### config.mk
export PLATFORM = sky130hd
export DESIGN_NAME = height_history_vga
export DESIGN_NICKNAME = d
export VERILOG_FILES = /design/src/rtl/height_history_vga.sv
export SDC_FILE = /design/constraint.sdc
export NUM_CORES = 1
export LEC_CHECK = 0
export CORE_ASPECT_RATIO = 0.8
export CORE_MARGIN = 10
export CORE_UTILIZATION = 64
export CTS_BUF_LIST = sky130_fd_sc_hd__clkbuf_8
export CTS_CLUSTER_SIZE = 12
export DETAILED_ROUTE_END_ITERATION = 12
export PLACE_DENSITY = 0.83
export SYNTH_ARGS = -nofsm -noshare
export SYNTH_HDL_FRONTEND = slang
export SYNTH_SLANG_ARGS = --single-unit
### constraint.sdc
create_clock -name clk -period 6 [get_ports clk]
set_input_delay 1.2 -clock clk [delete_from_list [all_inputs] [get_ports clk]]
set_output_delay 1.2 -clock clk [all_outputs]
set_load 0.005 [all_outputs]
### src/rtl/height_history_vga.sv
// Height history display: keeps the last DEPTH heights and converts each one to
// BCD with a sequential double-dabble. The digits are drawn as NDIGITS glyphs per
// row through a two-stage registered pixel pipeline.
module height_history_vga #(
    parameter int          DEPTH       = 10,
    parameter int          VAL_W       = 8,
    parameter int          NDIGITS     = 3,
    parameter int          START_X     = 50,
    parameter int          START_Y     = 50,
    parameter int          ROW_HEIGHT  = 40,
    parameter int          DIGIT_PITCH = 20,
    parameter logic [5:0]  FG_RGB      = 6'h00,
    parameter logic [5:0]  BG_RGB      = 6'h3F,
    localparam int         CNT_W       = $clog2(DEPTH + 1),
    localparam int         IDX_W       = $clog2(DEPTH)
) (
    input  logic             clk,
    input  logic             reset_n,
    input  logic             meas_valid,
    input  logic [VAL_W-1:0] meas_value,
    output logic             meas_ready,
    input  logic             clear,
    output logic [CNT_W-1:0] hist_count,
    input  logic [IDX_W-1:0] rd_idx,
    output logic [VAL_W-1:0] rd_value,
    input  logic [9:0]       Row,
    input  logic [9:0]       Col,
    input  logic             valid,
    output logic [5:0]       rgb_out
);

    localparam int BCD_W = 4 * NDIGITS;
    localparam int CC_W  = $clog2(VAL_W + 1);
    localparam int DIG_W = $clog2(NDIGITS + 1);
    localparam logic [IDX_W-1:0] LAST_IDX = IDX_W'(DEPTH - 1);

    function automatic longint unsigned pow10(input int n);
        longint unsigned p;
        p = 1;
        for (int i = 0; i < n; i++) begin
            p = p * 10;
        end
        return p;
    endfunction

    localparam longint unsigned MAXV = pow10(NDIGITS) - 1;

    // Glyph row for one decimal digit. Each glyph is built from seven segments
    // (a..g = bits 6..0); bit 7 of the returned byte is the leftmost column.
    // Rows 0 and 15 and column 7 stay dark so neighbouring glyphs never touch.
    function automatic logic [7:0] font_row(input logic [3:0] dig, input logic [3:0] gy);
        logic [6:0] seg;
        logic [7:0] row;
        case (dig)
            4'd0:    seg = 7'b1111110;
            4'd1:    seg = 7'b0110000;
            4'd2:    seg = 7'b1101101;
            4'd3:    seg = 7'b1111001;
            4'd4:    seg = 7'b0110011;
            4'd5:    seg = 7'b1011011;
            4'd6:    seg = 7'b1011111;
            4'd7:    seg = 7'b1110000;
            4'd8:    seg = 7'b1111111;
            4'd9:    seg = 7'b1111011;
            default: seg = 7'b0000000;
        endcase
        row = 8'h00;
        if (gy == 4'd1 || gy == 4'd2) begin
            row = seg[6] ? 8'b0111_1100 : 8'h00;
        end else if (gy >= 4'd3 && gy <= 4'd6) begin
            row = (seg[1] ? 8'b1100_0000 : 8'h00) | (seg[5] ? 8'b0000_0110 : 8'h00);
        end else if (gy == 4'd7 || gy == 4'd8) begin
            row = seg[0] ? 8'b0111_1100 : 8'h00;
        end else if (gy >= 4'd9 && gy <= 4'd12) begin
            row = (seg[2] ? 8'b1100_0000 : 8'h00) | (seg[4] ? 8'b0000_0110 : 8'h00);
        end else if (gy == 4'd13 || gy == 4'd14) begin
            row = seg[3] ? 8'b0111_1100 : 8'h00;
        end
        return row;
    endfunction

    typedef enum logic [1:0] {ST_IDLE, ST_CONVERT, ST_COMMIT} state_t;

    state_t           r_state;
    logic [CC_W-1:0]  r_cnt;
    logic [VAL_W-1:0] r_bin;
    logic [VAL_W-1:0] r_val;
    logic [BCD_W-1:0] r_bcd;
    logic [CNT_W-1:0] r_hist_count;
    logic [BCD_W-1:0] r_ent_bcd [DEPTH];
    logic [VAL_W-1:0] r_ent_val [DEPTH];
    logic [VAL_W-1:0] r_rd_value;

    logic [VAL_W-1:0] w_clamped;
    logic [BCD_W-1:0] w_bcd_adj;
    logic [BCD_W-1:0] w_bcd_shift;

    assign meas_ready = (r_state == ST_IDLE) && !clear;
    assign hist_count = r_hist_count;
    assign rd_value   = r_rd_value;

    // Clamp values that cannot be shown in NDIGITS decimal digits to all nines.
    always_comb begin
        w_clamped = meas_value;
        if (64'(meas_value) > MAXV) begin
            w_clamped = VAL_W'(MAXV);
        end
    end

    // Double-dabble step: add 3 to every BCD digit of 5 or more before the shift.
    for (genvar gi = 0; gi < NDIGITS; gi++) begin : g_adj
        assign w_bcd_adj[4*gi +: 4] = (r_bcd[4*gi +: 4] >= 4'd5) ?
                                      r_bcd[4*gi +: 4] + 4'd3 : r_bcd[4*gi +: 4];
    end
    assign w_bcd_shift = {w_bcd_adj[BCD_W-2:0], r_bin[VAL_W-1]};

    // Acceptance / conversion / commit sequencer; clear aborts it at any point.
    always_ff @(posedge clk or negedge reset_n) begin
        if (!reset_n) begin
            r_state      <= ST_IDLE;
            r_cnt        <= '0;
            r_bin        <= '0;
            r_val        <= '0;
            r_bcd        <= '0;
            r_hist_count <= '0;
        end else if (clear) begin
            r_state      <= ST_IDLE;
            r_cnt        <= '0;
            r_hist_count <= '0;
        end else begin
            case (r_state)
                ST_IDLE: begin
                    if (meas_valid) begin
                        r_state <= ST_CONVERT;
                        r_bin   <= w_clamped;
                        r_val   <= w_clamped;
                        r_bcd   <= '0;
                        r_cnt   <= '0;
                    end
                end
                ST_CONVERT: begin
                    r_bcd <= w_bcd_shift;
                    r_bin <= r_bin << 1;
                    r_cnt <= r_cnt + 1'b1;
                    if (r_cnt == CC_W'(VAL_W - 1)) begin
                        r_state <= ST_COMMIT;
                    end
                end
                ST_COMMIT: begin
                    r_state <= ST_IDLE;
                    if (r_hist_count != CNT_W'(DEPTH)) begin
                        r_hist_count <= r_hist_count + 1'b1;
                    end
                end
                default: r_state <= ST_IDLE;
            endcase
        end
    end

    // History shift register: a commit pushes the new entry in at index 0.
    always_ff @(posedge clk or negedge reset_n) begin
        if (!reset_n) begin
            for (int i = 0; i < DEPTH; i++) begin
                r_ent_bcd[i] <= '0;
                r_ent_val[i] <= '0;
            end
        end else if (clear) begin
            for (int i = 0; i < DEPTH; i++) begin
                r_ent_bcd[i] <= '0;
                r_ent_val[i] <= '0;
            end
        end else if (r_state == ST_COMMIT) begin
            for (int i = DEPTH - 1; i > 0; i--) begin
                r_ent_bcd[i] <= r_ent_bcd[i-1];
                r_ent_val[i] <= r_ent_val[i-1];
            end
            r_ent_bcd[0] <= r_bcd;
            r_ent_val[0] <= r_val;
        end
    end

    // Debug readback of one stored (clamped) value.
    always_ff @(posedge clk or negedge reset_n) begin
        if (!reset_n) begin
            r_rd_value <= '0;
        end else begin
            r_rd_value <= (rd_idx <= LAST_IDX) ? r_ent_val[rd_idx] : '0;
        end
    end

    // ---------------- pixel pipeline ----------------
    logic [9:0] w_dy, w_dx, w_r, w_d, w_ly, w_lx;
    logic       w_in_cell;

    assign w_dy = Row - 10'(START_Y);
    assign w_dx = Col - 10'(START_X);
    assign w_r  = w_dy / 10'(ROW_HEIGHT);
    assign w_ly = w_dy % 10'(ROW_HEIGHT);
    assign w_d  = w_dx / 10'(DIGIT_PITCH);
    assign w_lx = w_dx % 10'(DIGIT_PITCH);
    assign w_in_cell = (Row >= 10'(START_Y)) && (Col >= 10'(START_X)) &&
                       (w_r < 10'(r_hist_count)) && (w_d < 10'(NDIGITS)) &&
                       (w_lx < 10'd16) && (w_ly < 10'd32);

    logic             r_s1_valid;
    logic             r_s1_in;
    logic [IDX_W-1:0] r_s1_r;
    logic [DIG_W-1:0] r_s1_d;
    logic [3:0]       r_s1_gy;
    logic [2:0]       r_s1_gx;

    // Stage 1: locate the pixel within the row/digit grid (glyphs drawn at 2x).
    always_ff @(posedge clk or negedge reset_n) begin
        if (!reset_n) begin
            r_s1_valid <= 1'b0;
            r_s1_in    <= 1'b0;
            r_s1_r     <= '0;
            r_s1_d     <= '0;
            r_s1_gy    <= '0;
            r_s1_gx    <= '0;
        end else begin
            r_s1_valid <= valid;
            r_s1_in    <= w_in_cell;
            r_s1_r     <= w_r[IDX_W-1:0];
            r_s1_d     <= w_d[DIG_W-1:0];
            r_s1_gy    <= w_ly[4:1];
            r_s1_gx    <= w_lx[3:1];
        end
    end

    logic [BCD_W-1:0] w_sel_bcd;
    logic [3:0]       w_dig_arr [NDIGITS];
    logic [NDIGITS-1:0] w_lead_zero;
    logic [3:0]       w_digit;
    logic             w_blank;
    logic [7:0]       w_font;
    logic             w_pix;

    assign w_sel_bcd = (r_s1_r <= LAST_IDX) ? r_ent_bcd[r_s1_r] : '0;

    // Digit 0 is the most significant; w_lead_zero[k] means digits 0..k are all zero.
    for (genvar gi = 0; gi < NDIGITS; gi++) begin : g_dig
        assign w_dig_arr[gi]   = w_sel_bcd[4*(NDIGITS-1-gi) +: 4];
        assign w_lead_zero[gi] = (w_sel_bcd[BCD_W-1 -: 4*(gi+1)] == '0);
    end

    // Pick the addressed digit; leading zeros blank but the ones digit always shows.
    always_comb begin
        w_digit = 4'd0;
        w_blank = 1'b1;
        for (int k = 0; k < NDIGITS; k++) begin
            if (r_s1_d == DIG_W'(k)) begin
                w_digit = w_dig_arr[k];
                w_blank = w_lead_zero[k] && (k != NDIGITS - 1);
            end
        end
    end

    assign w_font = font_row(w_digit, r_s1_gy);
    assign w_pix  = w_font[3'd7 - r_s1_gx];

    logic [5:0] r_rgb;
    assign rgb_out = r_rgb;

    // Stage 2: font lookup and colour selection.
    always_ff @(posedge clk or negedge reset_n) begin
        if (!reset_n) begin
            r_rgb <= 6'h00;
        end else if (!r_s1_valid) begin
            r_rgb <= 6'h00;
        end else if (r_s1_in && !w_blank && w_pix) begin
            r_rgb <= FG_RGB;
        end else begin
            r_rgb <= BG_RGB;
        end
    end

endmodule

# [After elaboration in Yosys (flattened, before gate mapping)]
# Memory sizes are Yosys's and may differ from the RTL's.
# Cells that the tools add are included.
[word_totals] mem_count=1 input_bits=37 romBits=112 out_inout_bits=19 regBits=267 elab_cells=164
[memory_table] name="(no name shown)" depth=16 width=7 read_ports=1 rd_ports_with_merged_regs=0 write_ports=0 line_no="54" rtl="case (dig)"
[classes] eq_ne=15 muxes=51 n_bitwise=5 div_mod_pow=4 addsub=8 n_reduce_logical=28 magnitude_cmp=18
[op_table] operator="$mux W120" count=2
[op_table] operator="$mux W80" count=2
[op_table] operator="$mux W8" count=10
[op_table] operator="$bmux W12 S4" count=1
[op_table] operator="$mux W12" count=4
[op_table] operator="$mux W4" count=10
[op_table] operator="$bmux W8 S4" count=1
[op_table] operator="$mux W7" count=4
[op_table] operator="$pmux W12 S2" count=1
[op_table] operator="$ge A10 B6 Y1 const B" count=2
[op_table] operator="$sub A10 B6 Y10 const B" count=2
[op_table] operator="$or A8 B3 Y8" count=2
[op_table] operator="$pmux W8 S2" count=1
[op_table] operator="$eq A4 B4 Y1 const B" count=3
[op_table] operator="$ge A4 B3 Y1 const B" count=3
[op_table] operator="$le A4 B4 Y1 const B" count=3
[op_table] operator="$mux W6" count=2
[op_table] operator="$div A10 B5 Y10 const B" count=1
[op_table] operator="$div A10 B6 Y10 const B" count=1
[op_table] operator="$ge A5 B5 Y1 const B" count=2
[op_table] operator="$logic_and A1 B1 Y1" count=10
[op_table] operator="$lt A10 B2 Y1 const B" count=1
[op_table] operator="$lt A10 B4 Y1" count=1
[op_table] operator="$lt A10 B5 Y1 const B" count=1
[op_table] operator="36 further kinds" count=59

# [Logic depth before layout (Yosys ltp)]
# Gate-level depths: netlist of run 1.
# An unclocked memory read counts as a cell.
[logic_depth] ltp_word=20 depth_mapped=23 depth_no_buf=22

# [Worst setup path after synthesis of run 1]
# No wires, ideal clock.
[synth_timing] path_type="input -> register" startpoint="input port Row[3]" endpoint="register r_s1_in" setup_slack_ns=0.317 cell_stages=21 required_ns=5.889 n_path_buf=2 setup_ns=0.111 arrival_time_ns=5.572 path_cell_list="clkbuf_1 > o311ai_2 > xnor2_1 > or4_1 > nor2b_1 > nor2_1 > o21ai_0 > clkbuf_1 > o21ai_0 > nand2_1 > a221o_1 > ha_1 > a21oi_1 > nor2b_1 > a2111oi_0 > o2111ai_1 > a311oi_1 > nand4_1 > a21o_1 > a211o_1 > a2111oi_2"
[synth_between] elab_chain_len=7 elab_cells_between_ends=11 classes_between="add/sub (1); div (2); order compare (3); reduce/logical (5)"
[synth_rtl] item="start, declared" line_no="26" rtl="input logic [9:0] Row,"
[synth_rtl] item="$sub A10 B6 Y10" line_no="195" rtl="assign w_dy = Row - 10'(START_Y);"
[synth_rtl] item="$div A10 B6 Y10" line_no="197" rtl="assign w_r = w_dy / 10'(ROW_HEIGHT);"
[synth_rtl] item="named net w_r[1]" line_no="192" rtl="logic [9:0] w_dy, w_dx, w_r, w_d, w_ly, w_lx;"
[synth_rtl] item="$lt A10 B4 Y1" line_no="202" rtl="(w_r < 10'(r_hist_count)) && (w_d < 10'(NDIGITS)) &&"
[synth_rtl] item="$logic_and A1 B1 Y1" line_no="201" rtl="assign w_in_cell = (Row >= 10'(START_Y)) && (Col >= 10'(START_X)) &&"
[synth_rtl] item="$logic_and A1 B1 Y1 (2 in series)" line_no="202"
[synth_rtl] item="$logic_and A1 B1 Y1" line_no="203" rtl="(w_lx < 10'd16) && (w_ly < 10'd32);"
[synth_rtl] item="named net w_in_cell" line_no="193" rtl="logic w_in_cell;"
[synth_rtl] item="end signal, assigned" line_no="223" rtl="r_s1_in <= w_in_cell;"
[synth_rtl] item="end, declared" line_no="206" rtl="logic r_s1_in;"
# The timed path passes the listed nets, and every way through them passes these cells.
# A chain may end at the register's enable or synchronous reset.

# [Worst setup path after layout of run 1]
[layout_timing] startpoint="input port Row[1]" endpoint="register r_s1_in"
# Same word-level chain as after synthesis.

==> results.tsv, run 1 <==
metric	value	unit
max incr delay on CP	0.51	ns
Psw	1.46	mW
run status	complete, no violations	
Setup crit end kind	flip-flop	
Inserted Diodes	0	
CP endpoint	r_s1_in	
syn_area_per_cell	8.76	µm²
gr usage total	24.2	%
Reg area	6560	µm²
EDFF count, synth	0	
Gate power share	24.8	%
DRT Pass-1 Iters	5	
worst slew pin tran	1.01	ns
largest fanout on the critical path	6	
Hold WC Path Type	flip-flop to flip-flop	
worst flop-to-flop path endpoint	rgb_out[4]	
WHS	0.484	ns
vias in the first global route	13100	
total setup buffers inserted after CTS	0	
area of the multi-input gates	8370	µm²
first-pass GRT wire length	64800	µm
setup violators final	0	
fmax	0.174	GHz
clk_skew	0.0611	ns
number of buffers created by CTS	42	
Leak	7.16	nW
CP Buf/Inv Count	3	
Seq/Total Area, Yosys	42.2	%
final setup margin	0.268	ns
nets	1905	
Port Buffer Count	55	
CTS tree	built	
Sw Share	32.1	%
cell area after placement	16800	µm²
final RePlAce weighted congestion	0.948	
Detail Route Antenna Nets	0	
Slew Limit Fails	0	
largest net degree at the start of global routing	205	
Worst setup SP type	input port	
core area	23600	µm²
clk_lat worst skew	0.57	ns
Power Dens Cells	259	nW/µm²
VDD IR-drop max	213	µV
cell row count	50	
required time of the critical path	6.41	ns
via/cell ratio	6.28	
final setup TNS	0	ns
delay-heaviest family, CP	compound AO/OA/AOI/OAI gates	
Tcrit/Tclk final	95.5	%
post-synthesis mux area share	8.60	%
Tot Pwr	4.55	mW
Reg-to-Reg Start	r_s1_r[1]	
total number of vias	13700	
routed wire length	38800	µm
DP HPWL	25700	µm
cell area after synthesis	15500	µm²
Main synth FF type	dfrtp_1	
fin area	17600	µm²
layout cell share with drive strength beyond 1	15.3	%
I/O pin cnt	56	
Slowest-stage cell, CP	or4_4	
worst rel slew slack	32.6	%
Internal Pwr Total	3.09	mW
DRC errors left	0	
Tmin final	5.73	ns
clock-pin slew on the worst setup and hold paths	0.06	ns
synth-to-layout area growth	13.1	%
Synth Area in Compound Gates	20.6	%
hold path start	r_ent_bcd[24]	
asr flop ratio synth	100	%
most frequent cells in the layout	485 x nand2_1, 263 x a21oi_1, 261 x dfrtp_1	
Die Wd	194	µm
WS Path Type	input port to flip-flop	
adder-cell area share of the yosys netlist	2.01	%
initial antenna violation count	0	
endpoints failing hold	0	
slack of the worst reg-to-reg path	1.73	ns
Synth warnings	0	
total grt overflow	0	
Fillers	1647	
Initial Util	65.8	%
die footprint	31000	µm²
Wirelength per Cell	17.8	µm
worst r2r path cells	13	
CTS H-tree depth	2	
syn_nets	1838	
Seq pwr share	42.7	%
Synth Area in XOR/XNOR	2.86	%
Setup WS pre-CTS	-0.300	ns
most common cell after layout, fill and taps aside	nand2_1	
Mapped Cells	1776	
Distinct cells, synth	100	
Die Ht	159	µm
RSZ-0062 raised after global routing	no	
largest family of logic cells by synthesized area	compound AO/OA/AOI/OAI gates	
crit path from	Row[1]	
Clock power frac	32.5	%
clock root buffer	clkbuf_8	
Yosys reg bits	262	
DRT iter0 DRCs	1661	
CP arrival	6.14	ns
max cap viols	0	
critical-path cell list	clkdlybuf4s50_1 -> inv_1 -> ha_1 -> xor2_1 -> or3_1 -> or4_4 -> nor2b_1 -> nor2_1 -> o21ai_0 -> buf_4 -> o21ai_0 -> ha_1 -> a21oi_1 -> nor2b_1 -> a2111oi_1 -> o2111ai_1 -> a311oi_1 -> nand4_1 -> a21o_1 -> a211o_1 -> a2111oi_2	
Synth Area in Simple Gates	19.6	%
Worst path depth	21	
TritonCTS Sinks	262	
CTS Buffer Depth	3	
-- power groups by stage --
stage	logic (mW)	registers [mW]	clock network (mW)
floorplan	0.777	1.90	0
global placement	1.08	1.97	0
detailed placement	1.11	1.97	0
CTS	1.11	1.94	1.50
global route	1.22	1.95	1.58
finish	1.13	1.94	1.48
-- kinds of logic (layout without fill, tap and decap cells) --
| kind of cell | after synthesis | count (layout) |
|---|---|---|
| flops | 262 | 262 |
| mux | 80 | 80 |
| xor+xnor | 44 | 44 |
| compound gates | 495 | 495 |
| simple gates | 706 | 706 |
| fa+ha+maj | 25 | 25 |
| buf+inv | 164 | 260 |
-- sequential cells by signal (all words and copies together), names as in the netlist, 3 cells and up --
register / flops
r_ent_bcd: 120
r_ent_val: 80
r_bcd: 12
r_bin: 8
r_val: 8
rd_value: 8
hist_count: 4
r_cnt: 4
r_s1_gy: 4
r_s1_r: 4
r_s1_gx: 3
-- worst min-delay path: stages, from the launching register on --
cell and delay [ns]:
dfrtp_1 0.39, nand2_1 0.06, a21oi_1 0.05
-- how the worst min path moves through the flow --
stage                     cells past startpoint  slack [ns]             to
after CTS                                     2        0.47  r_ent_bcd[12]
after global routing                          2        0.51  r_ent_bcd[12]
final                                         2        0.48  r_ent_bcd[12]
after floorplan                               2        0.45     rgb_out[4]
after global placement                        2        0.48       r_bin[0]
after detailed placement                      2        0.49       r_bin[0]
-- timing repair --
item | 4_1_cts | 5_1_grt
setup endpoints to repair | 0 | 1
hold buffers | 0 | 0
resized for setup | 0 | 5
-- layout make-up --
cell class	count	share of cell area (%)
multi-input cells	1350	47.6
flip-flops and latches	262	37.3
repair buffers	156	7.62
clock buffers	50	3.91
well taps	312	2.22
clock inverters	23	0.676
inverters	31	0.662
-- layer usage --
layer	wire (µm)	global-route usage (%)	up-vias
met5	0	0	-
met4	688	6.60	0
met3	2720	3.40	68
met2	18000	37.7	584
met1	17400	34.5	6650
li1	-	-	6424
-- cell usage after synthesis, types with 8 or more instances --
library cell  number  share of area [%]
a211oi_1           9               0.43
a21o_1             8               0.39
a21oi_1          263                8.5
a221oi_1          20                1.1
a22oi_1            9               0.43
a31o_2            10               0.56
a31oi_1           18               0.72
and2_1             8               0.32
buf_2              9               0.29
buf_4              8               0.39
clkbuf_1         111                2.7
dfrtp_1          262                 42
ha_1              25                2.0
inv_1             28               0.68
mux2_2            29                2.1
mux2i_1           11               0.71
mux4_2            40                5.8
nand2_1          485                 12
nand2b_1          14               0.56
nand3_1           19               0.61
nand4_1            9               0.36
nor2_1            78                1.9
nor2b_1           17               0.68
nor3_1            22               0.71
o21ai_0           43                1.4
o22ai_1            8               0.32
or4_1              8               0.39
xnor2_1           28                1.6
xor2_1            12               0.68
-- per-stage QoR --
stage / std cells / util, %
floorplan: 1776 / -
global placement: 2111 / 70.9
detailed placement: 2111 / 70.9
CTS: 2184 / 74.3
global route: 2184 / 74.3
finish: 2184 / 74.3
(Power assumes the default switching activity.)
==> inputs of run 2 (changes only) <==
--- a/config.mk
+++ b/config.mk
@@ -7,11 +7,10 @@
 export LEC_CHECK = 0
 export CORE_ASPECT_RATIO = 0.8
 export CORE_MARGIN = 10
-export CORE_UTILIZATION = 64
+export CORE_UTILIZATION = 45
 export CTS_BUF_LIST = sky130_fd_sc_hd__clkbuf_8
 export CTS_CLUSTER_SIZE = 12
 export DETAILED_ROUTE_END_ITERATION = 12
-export PLACE_DENSITY = 0.83
 export SYNTH_ARGS = -nofsm -noshare
 export SYNTH_HDL_FRONTEND = slang
 export SYNTH_SLANG_ARGS = --single-unit
==> results.tsv, run 2 (synthesized netlist as in run 1, its figures left out) <==
metric	value	unit
total grt overflow	0	
CP arrival	6.20	ns
clock-pin slew on the worst setup and hold paths	0.06	ns
routed wire length	40000	µm
clk_skew	0.0151	ns
Leak	7.31	nW
Wirelength per Cell	16.9	µm
layout cell share with drive strength beyond 1	16.0	%
Hold WC Path Type	flip-flop to flip-flop	
cell row count	60	
vias in the first global route	12900	
WS Path Type	input port to flip-flop	
DRC errors left	0	
Slowest-stage cell, CP	clkdlybuf4s50_1	
most frequent cells in the layout	485 x nand2_1, 263 x a21oi_1, 261 x dfrtp_1	
Final Util	53.1	%
Worst setup SP type	input port	
Inserted Diodes	0	
first-pass GRT wire length	67000	µm
CTS tree	built	
VDD IR-drop max	116	µV
required time of the critical path	6.44	ns
Die Ht	186	µm
cell area after placement	17100	µm²
Slew Limit Fails	0	
Non-Filler Instances	2361	
endpoints failing hold	0	
final setup TNS	0	ns
Top reg by flops	r_ent_bcd	
fin area	18000	µm²
gr usage total	18.6	%
clock root buffer	clkbuf_8	
final RePlAce weighted congestion	0.902	
Setup crit end kind	flip-flop	
TritonCTS Sinks	262	
critical-path cell list	clkdlybuf4s50_1 -> inv_1 -> ha_1 -> xor2_1 -> or3_1 -> or4_1 -> nor2b_1 -> nor2_1 -> o21ai_1 -> o21ai_0 -> nand2_1 -> a221o_1 -> ha_1 -> a21oi_1 -> nor2b_1 -> a2111oi_1 -> o2111ai_1 -> a311oi_1 -> nand4_1 -> a21o_1 -> a211o_1 -> a2111oi_2	
worst rel slew slack	27.7	%
Tcrit/Tclk final	96.0	%
clk_lat worst skew	0.56	ns
most common cell after layout, fill and taps aside	nand2_1	
Initial Util	45.9	%
fmax	0.174	GHz
die footprint	42400	µm²
Tmin final	5.76	ns
total number of vias	13400	
initial antenna violation count	0	
top flop regs	r_ent_bcd x120, r_ent_val x80, r_bcd x12	
largest fanout on the critical path	5	
Die Wd	228	µm
Power Dens Cells	261	nW/µm²
DRT Pass-1 Iters	5	
CTS H-tree depth	2	
number of buffers created by CTS	44	
nets	1926	
I/O pin cnt	56	
CTS Buffer Depth	3	
Detail Route Antenna Nets	0	
max cap viols	0	
max incr delay on CP	0.53	ns
placed insts	2283	
core area	33900	µm²
DP HPWL	26500	µm
synth-to-layout area growth	15.7	%
hold buffer count at CTS	0	
run status	complete, no violations	
setup violators final	0	
Largest register FFs	120	
area of the multi-input gates	8360	µm²
Fillers	3132	
DRT iter0 DRCs	1208	
via/cell ratio	5.68	
worst slew pin tran	1.08	ns
Reg area	6560	µm²
largest net degree at the start of global routing	201	
Port Buffer Count	55	
run 2: per-stage QoR:
stage / hold WS, ns / total power, mW / setup slack [ns]
after CTS: 0.504 / 4.74 / 0.144
final: 0.503 / 4.70 / 0.243
after detailed placement: 0.485 / 3.14 / -0.455
after floorplan: 0.448 / 2.68 / 0.317
after global routing: 0.518 / 4.96 / -0.0366
after global placement: 0.468 / 3.13 / -0.276
run 2: timing repair:
action,4_1_cts,5_1_grt
hold endpoints to repair,0,0
setup buffers,0,0
resized for setup,0,5
setup endpoints to repair,0,1
run 2: final cells by class:
type / instances / share of cell area (%)
flip-flops and latches: 262 / 36.5
clock buffers: 54 / 4.13
multi-input cells: 1350 / 46.5
well taps: 465 / 3.23
inverters: 31 / 0.647
clock inverters: 24 / 0.717
repair buffers: 175 / 8.31
run 2: power by group:
group	leakage, nW	internal, mW	switching (mW)
Combinational	3.23	0.531	0.660
Sequential	3.58	1.83	0.0938
Clock	0.509	0.854	0.729
run 2: final timing paths:
kind	startpoint	cells after the start	slack [ns]	endpoint
worst max register to register	r_s1_r[0]	16	1.85	rgb_out[4]
min in group asynchronous	reset_n	1	0.66	r_ent_val[28]
worst min register to register	r_cnt[3]	1	0.50	r_state[1]
worst min-delay path	r_cnt[3]	1	0.50	r_state[1]
worst max-delay path	Row[1]	22	0.24	r_s1_in
max in group asynchronous	reset_n	2	4.10	r_s1_gy[2]
run 2: metal layers:
layer  part of all wire (%)  vias to the layer above  global-route usage [%]
li1                       -                     6450                       -
met1                     50                     6568                    27.5
met2                     44                      350                    28.0
met3                    5.2                       50                    2.89
met4                    1.5                        0                    4.34
met5                      0                        -                       0
run 2: worst max-delay path, delay by kind of cell:
family	cells	cell delay, ns
xor gates and xnor gates	1	0.17
AOI/OAI and AO/OA	10	2.43
buffers and inverters	2	0.59
adders and majority gates	2	0.41
and+or+nand+nor	7	1.41
==> inputs of run 3 (changes only) <==
--- a/config.mk
+++ b/config.mk
@@ -5,12 +5,15 @@
 export SDC_FILE = /design/constraint.sdc
 export NUM_CORES = 1
 export LEC_CHECK = 0
+export CELL_PAD_IN_SITES_DETAIL_PLACEMENT = 0
+export CELL_PAD_IN_SITES_GLOBAL_PLACEMENT = 2
 export CORE_ASPECT_RATIO = 0.8
-export CORE_MARGIN = 10
-export CORE_UTILIZATION = 45
+export CORE_MARGIN = 3
+export CORE_UTILIZATION = 40
 export CTS_BUF_LIST = sky130_fd_sc_hd__clkbuf_8
 export CTS_CLUSTER_SIZE = 12
 export DETAILED_ROUTE_END_ITERATION = 12
+export PLACE_DENSITY_LB_ADDON = 0.1
 export SYNTH_ARGS = -nofsm -noshare
 export SYNTH_HDL_FRONTEND = slang
 export SYNTH_SLANG_ARGS = --single-unit
==> results.tsv, run 3 (synthesized netlist as in run 1, its figures left out) <==
metric	value	unit
run status	complete, no violations	
endpoints failing hold	0	
Largest register FFs	120	
Initial Util	41.3	%
Inserted Diodes	0	
largest net degree at the start of global routing	117	
Leak	7.38	nW
Slowest-stage cell, CP	or4_1	
DRT iter0 DRCs	1246	
gr usage total	20.4	%
hold buffer count at CTS	0	
I/O pin cnt	56	
final setup TNS	0	ns
WS Path Type	input port to flip-flop	
core area	37700	µm²
final RePlAce weighted congestion	0.846	
CTS Buffer Depth	3	
total grt overflow	0	
nets	1931	
TritonCTS Sinks	262	
worst slew pin tran	1.14	ns
Wirelength per Cell	17.6	µm
Die Ht	182	µm
clock root buffer	clkbuf_8	
VDD IR-drop max	126	µV
DRT Pass-1 Iters	5	
routed wire length	42000	µm
worst rel slew slack	23.8	%
Top reg by flops	r_ent_bcd	
vias in the first global route	12800	
Port Buffer Count	55	
Tmin final	5.64	ns
synth-to-layout area growth	16.5	%
die footprint	41300	µm²
number of buffers created by CTS	45	
most frequent cells in the layout	485 x nand2_1, 262 x a21oi_1, 261 x dfrtp_1	
most common cell after layout, fill and taps aside	nand2_1	
fin area	18100	µm²
max incr delay on CP	0.52	ns
layout cell share with drive strength beyond 1	16.4	%
setup violators final	0	
via/cell ratio	5.58	
cell area after placement	17200	µm²
max cap viols	0	
clk_skew	0.0293	ns
clock-pin slew on the worst setup and hold paths	0.06	ns
Die Wd	226	µm
top flop regs	r_ent_bcd x120, r_ent_val x80, r_bcd x12	
required time of the critical path	6.44	ns
total number of vias	13300	
CP Buf/Inv Count	2	
fmax	0.177	GHz
Power Dens Cells	265	nW/µm²
initial antenna violation count	0	
critical-path cell list	clkdlybuf4s50_1 -> buf_4 -> ha_1 -> nand2b_1 -> or3_1 -> or4_1 -> nor2b_1 -> nor2_1 -> o21ai_1 -> o21ai_0 -> nand2_1 -> a221o_1 -> ha_1 -> a21oi_1 -> nor2b_1 -> a2111oi_1 -> o2111ai_1 -> a311oi_1 -> nand4_1 -> a21o_1 -> a211o_1 -> a2111oi_2	
Tot Pwr	4.81	mW
Hold WC Path Type	flip-flop to flip-flop	
Slew Limit Fails	0	
CTS tree	built	
Setup crit end kind	flip-flop	
largest fanout on the critical path	6	
clk_lat worst skew	0.59	ns
first-pass GRT wire length	69400	µm
CP arrival	6.09	ns
Worst setup SP type	input port	
delay-heaviest family, CP	compound AO/OA/AOI/OAI gates	
CTS H-tree depth	2	
DP HPWL	27400	µm
RSZ-0062 raised after global routing	no	
DRC errors left	0	
Detail Route Antenna Nets	0	
Tcrit/Tclk final	94.0	%
Fillers	3638	
cell row count	63	
-- run 3: stage by stage --
step	hold slack [ns]	instances	setup slack (ns)	util (%)
floorplan	0.448	1776	0.317	-
global placement	0.478	2309	-0.197	45.5
detailed placement	0.483	2309	-0.398	45.5
CTS	0.497	2391	0.196	48.0
global route	0.534	2391	0.00151	48.1
finish	0.492	2391	0.357	48.1
-- run 3: timing repair --
item                       4_1_cts  5_1_grt
gates resized for setup          0        6
setup endpoints to repair        0        1
setup buffers                    0        0
-- run 3: final timing paths --
kind                                 from             to  slack (ns)  cells after the start
worst max-delay path               Row[1]        r_s1_in        0.36                     22
worst min-delay path             r_val[0]       r_val[0]        0.49                      2
worst max register to register  r_s1_r[0]     rgb_out[4]        1.75                     13
worst min register to register   r_val[0]       r_val[0]        0.49                      2
max in group asynchronous         reset_n       r_bin[3]        4.04                      2
min in group asynchronous         reset_n  r_ent_val[38]        0.64                      1
-- run 3: cell type report --
type	instances	area (µm²)	area share [%]
multi-input cells	1350	8370	46.2
clock inverters	26	168	0.925
inverters	31	116	0.642
repair buffers	179	1530	8.42
clock buffers	56	771	4.25
flip-flops and latches	262	6560	36.2
well taps	487	609	3.36
-- run 3: where the power goes --
part	total [mW]	internal (mW)	switching, mW	leakage, nW
combinational	1.20	0.535	0.666	3.25
clock	1.68	0.930	0.751	0.553
sequential	1.93	1.83	0.0988	3.58
total	4.81	3.30	1.51	7.38
-- run 3: per-layer routing --
| layer | vias to the layer above | track usage [%] | wire length, µm |
|---|---|---|---|
| met5 | - | 0 | 0 |
| met4 | 0 | 4.77 | 849 |
| met3 | 59 | 2.57 | 1530 |
| met2 | 265 | 30.8 | 18400 |
| met1 | 6557 | 31.2 | 21200 |
| li1 | 6463 | - | - |
-- run 3: tightest hold or removal path, delay by kind of cell (launching register included) --
kind,cells,cell delay (ns)
simple gates,1,0.05
compound gates,1,0.06
flops,1,0.35
